**src/rtl/decoder_pkg.sv**
```systemverilog
// Shared widths and the one-hot helper for the 3-to-8 select/strobe decoder.
package decoder_pkg;

  localparam int SEL_W = 3;
  localparam int OUT_W = 8;

  // A case table keeps the result to at most one active bit for any 0/1 select.
  function automatic logic [OUT_W-1:0] onehot3to8(input logic [SEL_W-1:0] sel);
    logic [OUT_W-1:0] res;
    res = '0;
    case (sel)
      3'd0:    res = 8'h01;
      3'd1:    res = 8'h02;
      3'd2:    res = 8'h04;
      3'd3:    res = 8'h08;
      3'd4:    res = 8'h10;
      3'd5:    res = 8'h20;
      3'd6:    res = 8'h40;
      3'd7:    res = 8'h80;
      default: res = '0;
    endcase
    return res;
  endfunction

endpackage

```
**src/rtl/decoder_3to8_core.sv**
```systemverilog
// Purely combinational active-high 3-to-8 one-hot decode.
module decoder_3to8_core
  import decoder_pkg::*;
(
  input  logic [SEL_W-1:0] sel_i,
  output logic [OUT_W-1:0] onehot_o
);

  assign onehot_o = onehot3to8(sel_i);

endmodule

```
**src/rtl/decoder_3to8.sv**
```systemverilog
// Registered 3-to-8 decoder: enable gating, optional active-low polarity and
// optional output register around the combinational core.
module decoder_3to8
  import decoder_pkg::*;
#(
  parameter bit ACTIVE_LOW = 1'b0,
  parameter bit REG_OUT    = 1'b1
) (
  input  logic             clk,
  input  logic             rst_n,
  input  logic             x,
  input  logic             y,
  input  logic             z,
  input  logic             en,
  output logic [OUT_W-1:0] d,
  output logic             valid
);

  localparam logic [OUT_W-1:0] IDLE = ACTIVE_LOW ? {OUT_W{1'b1}} : {OUT_W{1'b0}};

  logic [OUT_W-1:0] onehot;
  logic [OUT_W-1:0] d_d;
  logic             valid_d;

  decoder_3to8_core u_core (
    .sel_i    ({x, y, z}),
    .onehot_o (onehot)
  );

  always_comb begin
    d_d     = IDLE;
    valid_d = 1'b0;
    if (en) begin
      d_d     = ACTIVE_LOW ? ~onehot : onehot;
      valid_d = 1'b1;
    end
  end

  generate
    if (REG_OUT) begin : g_reg
      logic [OUT_W-1:0] d_q;
      logic             valid_q;

      always_ff @(posedge clk or negedge rst_n) begin
        if (!rst_n) begin
          d_q     <= IDLE;
          valid_q <= 1'b0;
        end else begin
          d_q     <= d_d;
          valid_q <= valid_d;
        end
      end

      assign d     = d_q;
      assign valid = valid_q;
    end else begin : g_comb
      // Clock and reset have no function when the output is combinational.
      logic unused_clk_rst;
      assign unused_clk_rst = &{1'b0, clk, rst_n};

      assign d     = d_d;
      assign valid = valid_d;
    end
  endgenerate

endmodule

```
**config.mk**
```make
export PLATFORM = sky130hd
export DESIGN_NAME = decoder_3to8
export DESIGN_NICKNAME = d
export VERILOG_FILES = /design/src/rtl/decoder_pkg.sv /design/src/rtl/decoder_3to8_core.sv /design/src/rtl/decoder_3to8.sv
export SDC_FILE = /design/constraint.sdc
export NUM_CORES = 1
export LEC_CHECK = 0
export CAP_MARGIN = 20
export CORE_AREA = 2 2 39 41
export DETAILED_ROUTE_END_ITERATION = 8
export DIE_AREA = 0 0 41 43
export PLACE_DENSITY = 0.53
export SKIP_LAST_GASP = 1
export SLEW_MARGIN = 20
export SYNTH_ARGS = -nofsm -noshare
export SYNTH_HDL_FRONTEND = slang
export SYNTH_SLANG_ARGS = --single-unit
export TNS_END_PERCENT = 10
```
**constraint.sdc**
```tcl
create_clock -name clk -period 0.8 [get_ports clk]
set_clock_uncertainty 0.2 [all_clocks]
set_input_delay 0.16 -clock clk [delete_from_list [all_inputs] [get_ports clk]]
set_output_delay 0.16 -clock clk [all_outputs]
set_load 0.05 [all_outputs]
```
==> flow_summary.toml, run 1 <==
[status]
status = "finished with violations"
violations = "negative setup slack"

[drt]
drc_errors = 0
drt-total-wl_um = 574
drt_iter0_drc = 3
antenna_left = 0
via_count = 237
wl_per_cell_um = 11.0
viasPerCell = 4.56
dr.pass1.iters = 3

[floorplan]
fp-row-count = 14
io_pins = 15
die_area_sq_mm = 0.00176
coreArea_sq_mm = 0.00138
die_h_um = 43
initial_core_util_pct = 23.2
fp.dieW_um = 41

[global_route]
grt_remaining_overflow = 0
track_usage_pct = 8.76
grt_first_pass_wirelength_um = 966
grt_max_degree = 10
antenna_found_initial = 0
grt_pass1_vias = 226

[synthesis]
synth_nets = 23
yosysTopAreaCell = "dfrtp_1"
synth_enable_flop_cells = 0
synth_area_leaders = "dfrtp_1 (70%), and4bb_2 (12%), and4b_2 (11%), nor4b_2 (4.7%), and4_2 (3.1%)"
avgSynthCellArea_sq_um = 18.9
synth.top_cell.area_share_pct = 70.0
ys_types = 5
yosys_warnings = 0
yosysMostFrequentCell = "dfrtp_1"
ys_seq_elements = 9
ys_top_cells_by_count = "dfrtp_1 (9), and4b_2 (3), and4bb_2 (3)"
synth_area_sq_um = 322
synth_cells = 17
synthFlopType = "dfrtp_1"
ys_seq_area_share_pct = 70.0
async_flop_share_pct = 100

[clock_tree]
cts_buffer_depth = 2
cts-resized-gates = 0
numCtsBuffers = 3
cts.sinks = 9
clockRootBuffer = "clkbuf_4"
cts_tree = "yes"
htreeDepth = 1
clk_pin_slew_worst_paths_ps = 60

[critical_path]
crit_chain = "buf_12"
startpoint_type = "flip-flop"
cp_num_buf_inv = 1
worstSetupEndpoint = "d[2]"
slowest_delay_ps = 410
critPathMaxFanout = 1
path_class = "reg2out"
critPathLaunch = "d[2]$_DFF_PN0_"
arrival_ps = 820
critPathTopFamily = "flip-flops"
cp_num_cells = 1
cp_slowest_cell = "dfrtp_2"
required_ps = 440
endpoint_kind = "primary output"

[sta]
slew_headroom_pct = 83.3
worst_pin_slew_ps = 250
fin_crit_ps = 1180
period_share_pct = 148
holdWs_ps = 16.4
setup_viol = 18
rsz0062_at_grt = "true"
timing.fmax_mhz = 846
setup_ws_ps = -381
slew_violations = 0
finalHoldViolCount = 0

[final_layout]
area_growth_syn_to_layout_pct = 95.7
design_area_sq_um = 629
nets = 43
drive_gt1_share_pct = 83.3
layoutNonFillerInstCount = 52
n_antenna_cell = 0

[flow_run]
drv_cap = 0

[pwr]
total_power_uw = 996
p_leak_nw = 0.261
ir_drop_uv = 864
p_per_area_mw_per_mm2 = 1580

[place]
hpwl_um = 427
place_area_sq_um = 603
dpl.cell_count = 48
io_buffer_count = 14
gp_congestion = 0.717

[worst_hold_path]
hold_path_class = "in2async"
-- area by class of cell --
class | instances | area (sq um)
Timing Repair Buffer | 15 | 250
Clock buffer | 4 | 26.3
Sequential cell | 9 | 236
Multi-Input combinational cell | 8 | 96.3
Fill cell | 131 | 754
Tap cell | 16 | 20.0
-- routing by layer --
layer / GRT usage [%] / part of all wire (%) / wire [um] / vias to the layer above
met5: 0 / 0 / 0 / -
met4: 10.0 / 2.4 / 14 / 0
met3: 2.09 / 9.2 / 53 / 2
met2: 11.6 / 47 / 272 / 12
met1: 10.1 / 41 / 233 / 117
li1: - / - / - / 106
-- worst min path at each step --
stage	to	depth (start not counted)	slack (ps)
2_1_floorplan	d[0]$_DFF_PN0_	0	-340
6_report	d[2]$_DFF_PN0_	2	20
3_5_place_dp	d[6]$_DFF_PN0_	2	300
4_1_cts	d[6]$_DFF_PN0_	2	10
5_1_grt	d[0]$_DFF_PN0_	2	10
3_3_place_gp	d[0]$_DFF_PN0_	2	290
-- where the power goes --
part | internal (mW) | switching, mW
registers | 0.470 | 0.0104
logic | 0.0940 | 0.0832
clock network | 0.191 | 0.147
-- metrics by stage --
| step | worst slack [ps] | TNS [ps] | utilization [%] |
|---|---|---|---|
| finish | -381 | -5530 | 45.5 |
| global route | -405 | -6000 | 45.5 |
| CTS | -389 | -5510 | 45.5 |
| detailed placement | -555 | -5520 | 43.6 |
| global placement | -505 | -5060 | 43.6 |
| floorplan | -44.7 | -402 | - |
-- layout by cell type, fill, tap and decap left out --
cell / instances
dfrtp_2: 9
and4bb_2: 3
nor4b_2: 1
clkbuf_1: 1
clkdlybuf4s50_1: 5
clkbuf_4: 3
and4_2: 1
and4b_2: 3
buf_12: 10
-- cell families (layout without fill, tap and decap cells) --
logic type / count (synthesis) / after routing / synth area share, %
simple gates: 8 / 8 / 30.0
flops: 9 / 9 / 70.0
buf+inv: 0 / 19 / 0
-- sequential cells by signal, indices dropped and copies added, names as in the netlist --
| name | cells |
|---|---|
| d | 8 |
| valid | 1 |
-- repair_timing --
item,in CTS,in global routing
setup buffers,0,0
endpoints found under the setup margin,18,18
hold buffers,0,0
Note: power is estimated with default switching activity, not from simulation.
==> run 2, diff against run 1 <==
CAP_MARGIN = 10   (was 20)
==> results of run 2 <==
Final layout, timing and power as in run 1 (identical DEF).
